<file path="src/rtl/button_conditioner.sv">
// Button conditioner: synchronises, normalises and debounces raw buttons, then
// derives press / release / long-press pulses and a wrapping press counter.
module button_conditioner #(
   parameter int              NBTN          = 4,
   parameter logic [NBTN-1:0] ACTIVE_LOW    = {{(NBTN-1){1'b0}}, 1'b1},
   parameter int              DEBOUNCE_LOG2 = 16,
   parameter int              LONG_LOG2     = 23
) (
   input  logic            CLK,
   input  logic            RST_N,
   input  logic [NBTN-1:0] BTN_RAW,
   output logic [NBTN-1:0] BTN_LEVEL,
   output logic [NBTN-1:0] BTN_PRESS,
   output logic [NBTN-1:0] BTN_RELEASE,
   output logic [NBTN-1:0] BTN_LONG,
   output logic [7:0]      PRESS_COUNT
);

   typedef enum logic [1:0] {IDLE, DOWN, HELD} state_t;

   logic [NBTN-1:0]          sync_p0, sync_p1;
   logic [NBTN-1:0]          norm;
   logic [NBTN-1:0]          level_nxt, press_nxt, release_nxt;
   logic [DEBOUNCE_LOG2-1:0] dcnt  [NBTN];
   logic [LONG_LOG2-1:0]     lcnt  [NBTN];
   state_t                   state [NBTN];

   function automatic logic [7:0] popcount(input logic [NBTN-1:0] v);
      logic [7:0] c;
      c = '0;
      for (int i = 0; i < NBTN; i++) c = c + {7'd0, v[i]};
      return c;
   endfunction

   assign norm = sync_p1 ^ ACTIVE_LOW;

   // Level toggles only once the disagreeing input has filled the debounce counter.
   always_comb begin
      level_nxt = BTN_LEVEL;
      for (int i = 0; i < NBTN; i++) begin
         if ((norm[i] != BTN_LEVEL[i]) && (&dcnt[i])) level_nxt[i] = ~BTN_LEVEL[i];
      end
   end

   assign press_nxt   = level_nxt & ~BTN_LEVEL;
   assign release_nxt = ~level_nxt & BTN_LEVEL;

   // Active-low synchroniser bits reset to 1 so an idle pin does not look pressed.
   always_ff @(posedge CLK or negedge RST_N) begin
      if (!RST_N) begin
         sync_p0     <= ACTIVE_LOW;
         sync_p1     <= ACTIVE_LOW;
         BTN_LEVEL   <= '0;
         BTN_PRESS   <= '0;
         BTN_RELEASE <= '0;
         BTN_LONG    <= '0;
         PRESS_COUNT <= '0;
         for (int i = 0; i < NBTN; i++) begin
            dcnt[i]  <= '0;
            lcnt[i]  <= '0;
            state[i] <= IDLE;
         end
      end else begin
         sync_p0     <= BTN_RAW;
         sync_p1     <= sync_p0;
         BTN_LEVEL   <= level_nxt;
         PRESS_COUNT <= PRESS_COUNT + popcount(press_nxt);
         for (int i = 0; i < NBTN; i++) begin
            if ((norm[i] == BTN_LEVEL[i]) || (&dcnt[i])) dcnt[i] <= '0;
            else                                          dcnt[i] <= dcnt[i] + DEBOUNCE_LOG2'(1);

            BTN_PRESS[i]   <= 1'b0;
            BTN_RELEASE[i] <= 1'b0;
            BTN_LONG[i]    <= 1'b0;
            case (state[i])
               IDLE: begin
                  if (press_nxt[i]) begin
                     state[i]     <= DOWN;
                     lcnt[i]      <= '0;
                     BTN_PRESS[i] <= 1'b1;
                  end
               end
               DOWN: begin
                  // A release on the threshold cycle suppresses the long pulse.
                  if (release_nxt[i]) begin
                     state[i]       <= IDLE;
                     BTN_RELEASE[i] <= 1'b1;
                  end else if (&lcnt[i]) begin
                     state[i]    <= HELD;
                     BTN_LONG[i] <= 1'b1;
                  end else begin
                     lcnt[i] <= lcnt[i] + LONG_LOG2'(1);
                  end
               end
               HELD: begin
                  if (release_nxt[i]) begin
                     state[i]       <= IDLE;
                     BTN_RELEASE[i] <= 1'b1;
                  end
               end
               default: state[i] <= IDLE;
            endcase
         end
      end
   end

endmodule

</file>
<file path="config.mk">
export PLATFORM = sky130hd
export DESIGN_NAME = button_conditioner
export DESIGN_NICKNAME = d
export VERILOG_FILES = /design/src/rtl/button_conditioner.sv
export SDC_FILE = /design/constraint.sdc
export NUM_CORES = 1
export LEC_CHECK = 0
export BUFFER_PORTS_ARGS = -buffer_cell sky130_fd_sc_hd__buf_2
export CELL_PAD_IN_SITES_DETAIL_PLACEMENT = 1
export CELL_PAD_IN_SITES_GLOBAL_PLACEMENT = 1
export CORE_ASPECT_RATIO = 0.75
export CORE_MARGIN = 2
export CORE_UTILIZATION = 53
export DETAILED_ROUTE_END_ITERATION = 16
export GPL_TIMING_DRIVEN = 0
export PLACE_DENSITY_LB_ADDON = 0.1
export SYNTH_ARGS = -nofsm -noshare
export SYNTH_HDL_FRONTEND = slang
export SYNTH_SLANG_ARGS = --single-unit
export TNS_END_PERCENT = 30
</file>
<file path="constraint.sdc">
create_clock -name CLK -period 6.8 [get_ports CLK]
set_clock_uncertainty 0.2 [all_clocks]
set_input_delay 1.02 -clock CLK [delete_from_list [all_inputs] [get_ports CLK]]
set_output_delay 1.02 -clock CLK [all_outputs]
set_load 0.01 [all_outputs]
</file>
==> results of run 1 <==
==> synthesized netlist by cell type, types with 6 or more instances <==
cell type | n | share of area [%]
o22a_1 | 6 | 0.52
o21ai_0 | 42 | 2.1
nand4_1 | 39 | 2.4
xor2_1 | 30 | 2.6
xnor2_1 | 26 | 2.3
ha_1 | 22 | 2.7
clkbuf_1 | 22 | 0.82
dfrtp_1 | 194 | 48
nor4_1 | 7 | 0.43
buf_2 | 9 | 0.45
and4_1 | 14 | 1.2
a31oi_1 | 48 | 3.0
inv_1 | 39 | 1.5
nand3_1 | 69 | 3.4
a211o_1 | 11 | 0.96
nor2b_1 | 7 | 0.43
nor3_1 | 21 | 1.0
nand2_1 | 106 | 3.9
and3_1 | 21 | 1.3
o31ai_1 | 21 | 1.6
o211ai_1 | 6 | 0.45
o21ai_1 | 15 | 0.74
and2_1 | 9 | 0.56
nor2_1 | 131 | 4.9
a21oi_1 | 57 | 2.8
nand2b_1 | 7 | 0.43
or3_1 | 13 | 0.81
a21o_1 | 14 | 1.0
or4_1 | 6 | 0.45
==> registers in the layout (all words and copies together), names as in the netlist <==
register	flops
lcnt	92
state	8
sync_p0	4
PRESS_COUNT	8
BTN_RELEASE	4
BTN_PRESS	4
BTN_LEVEL	4
dcnt	64
sync_p1	4
BTN_LONG	4
==> power breakdown <==
part	total, mW	internal (mW)	switching, mW	leakage (nW)
clock	1.03	0.573	0.460	0.291
sequential	1.18	1.17	0.00789	2.71
combinational	0.0482	0.0107	0.0375	1.81
==> worst max-delay path, delay by kind of cell (launching register included) <==
family | cells | cell delay [ps]
buf+inv | 2 | 250
flops | 1 | 420
xor+xnor | 2 | 240
fa+ha+maj | 4 | 1400
simple gates | 5 | 1090
==> layer usage <==
layer	up-vias	global-route usage (%)	share of wire (%)
met5	-	0	0
met4	0	7.13	1.1
met3	28	4.43	3.7
met2	173	46.3	49
met1	4434	38.3	46
li1	4011	-	-
==> final cells by class <==
class,count,share of cell area [%]
multi-input combinational,812,43.5
sequential,196,43.9
timing repair buffer,30,1.64
tap,247,2.77
buffer,36,1.58
inverter,39,1.31
clock buffer,25,4.70
clock inverter,7,0.616
==> path summary, 6_finish.rpt <==
path / endpoint / cells past startpoint / from / slack (ps)
max: PRESS_COUNT[6] / 13 / dcnt[48] / 3090
min: sync_p1[2] / 0 / sync_p0[2] / 150
max reg2reg: PRESS_COUNT[6] / 13 / dcnt[48] / 3090
min reg2reg: sync_p1[2] / 0 / sync_p0[2] / 150
max in group asynchronous: dcnt[17] / 2 / RST_N / 5040
min in group asynchronous: lcnt[77] / 1 / RST_N / 360
==> logic make-up (layout without fill, tap and decap cells) <==
| group | Yosys count | count (layout) | share of synthesized area, % |
|---|---|---|---|
| compound gates | 254 | 254 | 16.2 |
| fa+ha+maj | 24 | 24 | 3.13 |
| xor+xnor | 56 | 56 | 4.86 |
| flops | 196 | 196 | 48.7 |
| simple gates | 474 | 474 | 23.6 |
| buf+inv | 75 | 137 | 3.20 |
| mux | 4 | 4 | 0.422 |
==> impl_metrics.toml, run 1 <==
[status]
status = "complete, no violations"

[placed_design]
dp_cells = 1360
placed_cell_area_mm2 = 0.0106
gp_congestion = 0.842
portBuffers = 29
hpwl_mm = 17.7
pre_cts_slack_ps = 3120

[clocking]
cts_hold_buf = 0
cts_tree = "built"
cts_made_buffers = 17
cts.sinks = 196
cts_max_level = 4
clock_path_buffers = 2
post_cts_buffers = 0
worstSkewPairLatency_ps = 460
root_buffer = "clkbuf_16"
cts-resized-gates = 0
clk_transition_reported_paths_ps = 70

[sta]
setup_slack_ps = 3090
slew_headroom_pct = 32.0
worst_pin_slew_ps = 1020
fin_setup_tns_ps = 0
fmax_mhz = 269
hold_viol_final = 0
setup_viol = 0
finalMaxSlewViolations = 0
fin_hold_ws_ps = 153
fin_crit_sh_pct = 54.6
rsz0062_at_grt = "no"
min_period_ps = 3710

[worst_setup_path]
slowest_delay_ps = 470
crit_path_end_kind = "flip-flop"
crit_arrival_ps = 3860
worst_path_max_delay_cell = "fa_1"
worst-setup-path-type = "reg -> reg"
start_kind = "flip-flop"
required_ps = 6940
cp_max_fo = 8
path_cells = "ha_1 > nand3_1 > and4bb_1 > buf_2 > and2_1 > xor2_1 > ha_1 > inv_1 > fa_1 > fa_1 > nor2_1 > nand3_1 > xnor2_1"

[floorplanning]
initial_core_util_pct = 54.3
pin_count = 30
core_area_mm2 = 0.0186
die-width_um = 163
rows = 43
die-height_um = 123
die_area_mm2 = 0.0202

[final_layout]
layout_common_cells = "dfrtp_1, nor2_1, nand2_1, nand3_1, a21oi_1"
area_growth_pct = 10.8
fin_cells = 1392
nets = 1162
register_area_mm2 = 0.00491
diodes = 0
final_common_cell = "dfrtp_1"
postLayoutCoreUtil_pct = 60.2
multiInputGateArea_mm2 = 0.00486
fillers = 2194
drive_gt1_share_pct = 8.47
final_area_mm2 = 0.0112

[grt]
grt_max_degree = 102
grt_pass1_wl_mm = 44.7
grt-ovfl-total = 0
grt_pass1_vias = 8911
grt_antenna_before_repair = 0
grt_usage_pct = 27.8

[detailed_routing]
drt_wl_total_mm = 26.7
route.detailed.drc = 0
vias_per_cell = 6.21
drt-initial-drc-count = 690
dr_total_vias = 8646
final_antenna_net_count = 0
first_pass_iters = 5
wl_per_cell_um = 19.2

[synth]
async_flop_share_pct = 100
ys_types = 65
syn_inst = 1083
synthesis.nets = 1113
avgSynthCellArea_um2 = 9.31
yosys_warnings = 0
ys.flop_type = "dfrtp_1"
ys_seq_area_share_pct = 48.7
ys_seq_elements = 196
synth_area_mm2 = 0.0101
synth-edff-count = 0

[job]
cap_violations = 0

[hold_path]
hold_class = "reg -> reg"

[power]
cellPowerDensity_mw_per_mm2 = 203
leakagePower_nw = 4.81
ir_drop_mv = 0.136
p_total_mw = 2.26
Power figures use the tool's default switching activity.
==> run 2, diff against run 1 <==
Settings changed: CORE_UTILIZATION 53 to 44.
Clock period 6.8 ns to 3 ns, I/O delays scaled along.
==> impl_metrics.toml, run 2 (synthesis results as in run 1) <==
[status]
status = "finished with violations"
violations = "setup timing"

[sta]
rsz0062_at_grt = "yes"
min_period_ps = 3090
fin_hold_ws_ps = 153
finalMaxSlewViolations = 0
worst_pin_slew_ps = 1050
setup_slack_ps = -90.7
slew_headroom_pct = 30.1
fmax_mhz = 324
hold_viol_final = 0
setup_viol = 5
fin_crit_sh_pct = 103

[worst_setup_path]
start_kind = "flip-flop"
regToRegSetupSlack_ps = -90
reg2reg_to = "PRESS_COUNT[6]"
required_ps = 3140
cp_max_fo = 3
crit_arrival_ps = 3230
timing.rr.start = "dcnt[17]"
crit_path_end_kind = "flip-flop"
worstRegToRegCells = 12
worst-setup-path-type = "reg -> reg"

[final_layout]
final_common_cell = "dfrtp_1"
top_regs = "lcnt x92, dcnt x64"
fin_cells = 1459
layout_common_cells = "dfrtp_1, nor2_1, nand2_1, nand3_1, a21oi_1"
diodes = 0
nets = 1182
largest_reg_flops = 92
area_growth_pct = 14.8
fillers = 2553
top_register = "lcnt"
drive_gt1_share_pct = 12.2

[power]
leakagePower_nw = 4.98
cellPowerDensity_mw_per_mm2 = 447
ir_drop_mv = 0.418
p_total_mw = 5.18

[hold_path]
hold_class = "reg -> reg"
hold_depth = 0
hold_start = "sync_p0[3]"
worstHoldEndpoint = "sync_p1[3]"

[placed_design]
hpwl_mm = 17.7
portBuffers = 29
dp_cells = 1407
gp_congestion = 0.786
pre_cts_slack_ps = -357

[clocking]
worstSkewPairLatency_ps = 450
clock_path_buffers = 2
root_buffer = "clkbuf_16"
clk_transition_reported_paths_ps = 80
cts_tree = "built"
cts.sinks = 196
cts_max_level = 4
cts_made_buffers = 17

[detailed_routing]
vias_per_cell = 5.80
wl_per_cell_um = 18.0
first_pass_iters = 5
drt_wl_total_mm = 26.2
dr_total_vias = 8466
final_antenna_net_count = 0
route.detailed.drc = 0
drt-initial-drc-count = 458

[floorplanning]
die-height_um = 135
die-width_um = 179
core_area_mm2 = 0.0223
die_area_mm2 = 0.0242
pin_count = 30
rows = 47
initial_core_util_pct = 45.3

[grt]
grt_pass1_vias = 8707
grt_usage_pct = 23.0
grt_pass1_wl_mm = 44.4
grt-ovfl-total = 0
grt_max_degree = 101
grt_antenna_before_repair = 0

[job]
cap_violations = 0
## run 2: worst max-delay path, stage by stage (launching register included)
cell,delay [ps]
dfrtp_1,420
ha_4,160
nand4_1,160
nor4bb_2,380
buf_4,180
and2_4,150
ha_4,130
inv_2,30
fa_2,380
fa_2,450
nor2_4,120
nand3_2,90
xnor2_1,130
## run 2: through the flow
stage          TNS (ps)  utilization (%)  area, um^2
2_1_floorplan         0                -       10100
3_3_place_gp    -423280             47.6       10600
3_5_place_dp      -1440             47.8       10700
4_1_cts            -361             51.3       11400
5_1_grt           -1910             52.0       11600
6_report           -283             52.0       11600
## run 2: cell type report
cell class	count	area (um^2)	share of cell area, %
Sequential cell	196	4910	42.4
Timing Repair Buffer	52	360	3.11
Buffer	34	176	1.52
Inverter	39	146	1.26
Clock inverter	15	174	1.50
Tap cell	294	368	3.18
Multi-Input combinational cell	812	5020	43.4
Clock buffer	17	425	3.67
## run 2: worst max-delay path by stage
stage | cells after the start | slack [ps] | startpoint | to
after detailed placement | 9 | -360 | dcnt[0] | PRESS_COUNT[6]
after global routing | 12 | -240 | dcnt[16] | PRESS_COUNT[6]
after floorplan | 13 | 10 | dcnt[48] | PRESS_COUNT[6]
final | 12 | -90 | dcnt[17] | PRESS_COUNT[6]
after global placement | 1 | -2180 | RST_N | lcnt[84]
after CTS | 13 | -150 | dcnt[48] | PRESS_COUNT[6]
## run 2: power breakdown
group	leakage, nW	internal, mW	switching, mW	total [mW]
Sequential	2.71	2.66	0.0188	2.68
Combinational	1.98	0.0369	0.0876	0.125
Clock	0.286	1.25	1.12	2.37
Total	4.98	3.95	1.23	5.18
## run 2: repair_timing
| item | CTS | global route |
|---|---|---|
| buffers inserted | 10 | 7 |
| pin swaps | 13 | 15 |
| setup endpoints to repair | 17 | 66 |
| gates cloned | 0 | 0 |
| endpoints found under the hold margin | 99 | 0 |
| hold buffers | 5 | 0 |
| resized for setup | 10 | 27 |
## run 2: layer usage
metal  wire length (um)  up-vias  part of all wire [%]  track usage [%]
li1                   -     4063                     -                -
met2              12100       74                    46             35.8
met1              13500     4313                    51             33.7
met4                211        0                  0.80             5.96
met5                  0        -                     0                0
met3                473       16                   1.8             3.10
==> run 3, diff against run 2 <==
Settings changed: PLACE_DENSITY set to 0.83, PLACE_DENSITY_LB_ADDON 0.1 to not set.
Clock period 3 ns to 2.51 ns, I/O delays scaled along.
==> impl_metrics.toml, run 3 (synthesis results as in run 1) <==
[job]
cap_violations = 0

[power]
p_sw_share_pct = 25.0
cellPowerDensity_mw_per_mm2 = 492
ir_drop_mv = 0.492
power_frac_clock_pct = 45.5
leakagePower_nw = 5.45
p_total_mw = 6.21
p_switching_mw = 1.55
p_int_mw = 4.66
share_comb_of_total_power_pct = 2.9
p_seq_share_pct = 51.6

[sta]
fin_crit_sh_pct = 122
setup_slack_ps = -549
fin_setup_tns_ps = -4770
rsz0062_at_grt = "yes"
worst_pin_slew_ps = 736
min_period_ps = 3060
finalMaxSlewViolations = 0
fin_hold_ws_ps = 149
fmax_mhz = 327
hold_viol_final = 0
slew_headroom_pct = 50.8
setup_viol = 32

[hold_path]
hold_class = "reg -> reg"

[grt]
grt_pass1_wl_mm = 48.5
grt-ovfl-total = 0
grt_max_degree = 115
grt_antenna_before_repair = 0
grt_usage_pct = 25.1
grt_pass1_vias = 9309

[clocking]
cts.sinks = 196
root_buffer = "clkbuf_16"
cts_tree = "built"
worstSkewPairLatency_ps = 460
clk_transition_reported_paths_ps = 80
cts_max_level = 4
clock_path_buffers = 2
cts_made_buffers = 17

[detailed_routing]
wl_met2_mm = 15.5
final_antenna_net_count = 0
drt_wl_total_mm = 31.3
first_pass_iters = 5
dr_total_vias = 9194
vias_per_cell = 6.08
met3RoutedLength_mm = 1.29
wl_met1_mm = 13.7
top_layer = "met4"
drt-initial-drc-count = 698
route.detailed.drc = 0
wl_per_cell_um = 20.7

[floorplanning]
core_area_mm2 = 0.0223
die-width_um = 179
rows = 47
die_area_mm2 = 0.0242
die-height_um = 135
pin_count = 30
initial_core_util_pct = 45.3

[placed_design]
portBuffers = 29
hpwl_mm = 17.2
dp_cells = 1407
placed_cell_area_mm2 = 0.0107
pre_cts_slack_ps = -782
gp_congestion = 0.781

[final_layout]
nets = 1234
fin_cells = 1511
top_regs = "lcnt x92, dcnt x64"
fillers = 2456
postLayoutCoreUtil_pct = 56.7
area_growth_pct = 25.2
drive_gt1_share_pct = 22.4
final_common_cell = "dfrtp_1"
diodes = 0
largest_reg_flops = 92
top_register = "lcnt"
layout_common_cells = "dfrtp_1, nor2_1, nand2_1, nand3_1, buf_4"
final_area_mm2 = 0.0126

[worst_setup_path]
cp-startpoint = "dcnt[49]"
cp_max_fo = 2
start_kind = "flip-flop"
required_ps = 2660
endpoint = "PRESS_COUNT[6]"
timing.rr.start = "dcnt[49]"
crit_arrival_ps = 3210
regToRegSetupSlack_ps = -550
worstRegToRegCells = 12
worst-setup-path-type = "reg -> reg"
reg2reg_to = "PRESS_COUNT[6]"
crit_path_end_kind = "flip-flop"

[status]
status = "finished with violations"
violations = "setup timing"
[run 3: cell types whose count changed in the layout (fill, tap and decap cells not counted), sizes merged]
cell | before | now
buf | 59 | 113
inv | 44 | 49
clkinv | 5 | 2
clkbuf | 39 | 37
bufinv | 2 | 1
clkinvlp | 3 | 2
[run 3: layer usage]
layer / track usage (%) / up-vias
li1: - / 4174
met4: 8.58 / 0
met3: 4.42 / 62
met5: 0 / -
met1: 34.0 / 4719
met2: 40.7 / 239
[run 3: final cells by class]
cell class / instances / area [um^2] / area share (%)
clock buffer: 17 / 425 / 3.37
sequential: 196 / 4910 / 38.9
clock inverter: 15 / 160 / 1.27
timing repair buffer: 104 / 806 / 6.38
buffer: 34 / 263 / 2.08
inverter: 39 / 146 / 1.16
tap: 294 / 368 / 2.91
multi-input combinational: 812 / 5550 / 43.9
[run 3: power groups by stage]
stage | clock network, mW | registers (mW) | logic (mW)
global route | 2.98 | 3.20 | 0.206
detailed placement | 0 | 3.26 | 0.135
global placement | 0 | 3.26 | 0.122
finish | 2.83 | 3.20 | 0.181
CTS | 2.85 | 3.20 | 0.163
floorplan | 0 | 3.26 | 0.0435
[run 3: worst max-delay path, stage by stage (launching register included)]
cell      delay [ps]
dfrtp_1          410
ha_4             180
nand3_4           70
and4bb_1         330
and2_4           200
xor2_1            70
ha_1             290
inv_2             40
fa_2             370
fa_2             410
nor2_4           170
nand3_2           80
xnor2_1          130
[run 3: repair_timing]
item,4_1_cts,5_1_grt
hold buffers,5,0
gates resized for setup,107,77
pin swaps,33,43
gates cloned,3,2
setup buffers,33,34
setup endpoints to repair,124,135
endpoints found under the hold margin,84,0
[run 3: worst min path at each step]
stage          startpoint           end  slack (ps)  cells past startpoint
3_3_place_gp   sync_p0[1]    sync_p1[1]         130                      0
3_5_place_dp   sync_p0[1]    sync_p1[1]         140                      0
6_report       sync_p0[3]    sync_p1[3]         150                      0
5_1_grt        sync_p0[0]    sync_p1[0]         170                      0
2_1_floorplan       RST_N  BTN_LEVEL[0]        -120                      0
4_1_cts        sync_p0[1]    sync_p1[1]         150                      0
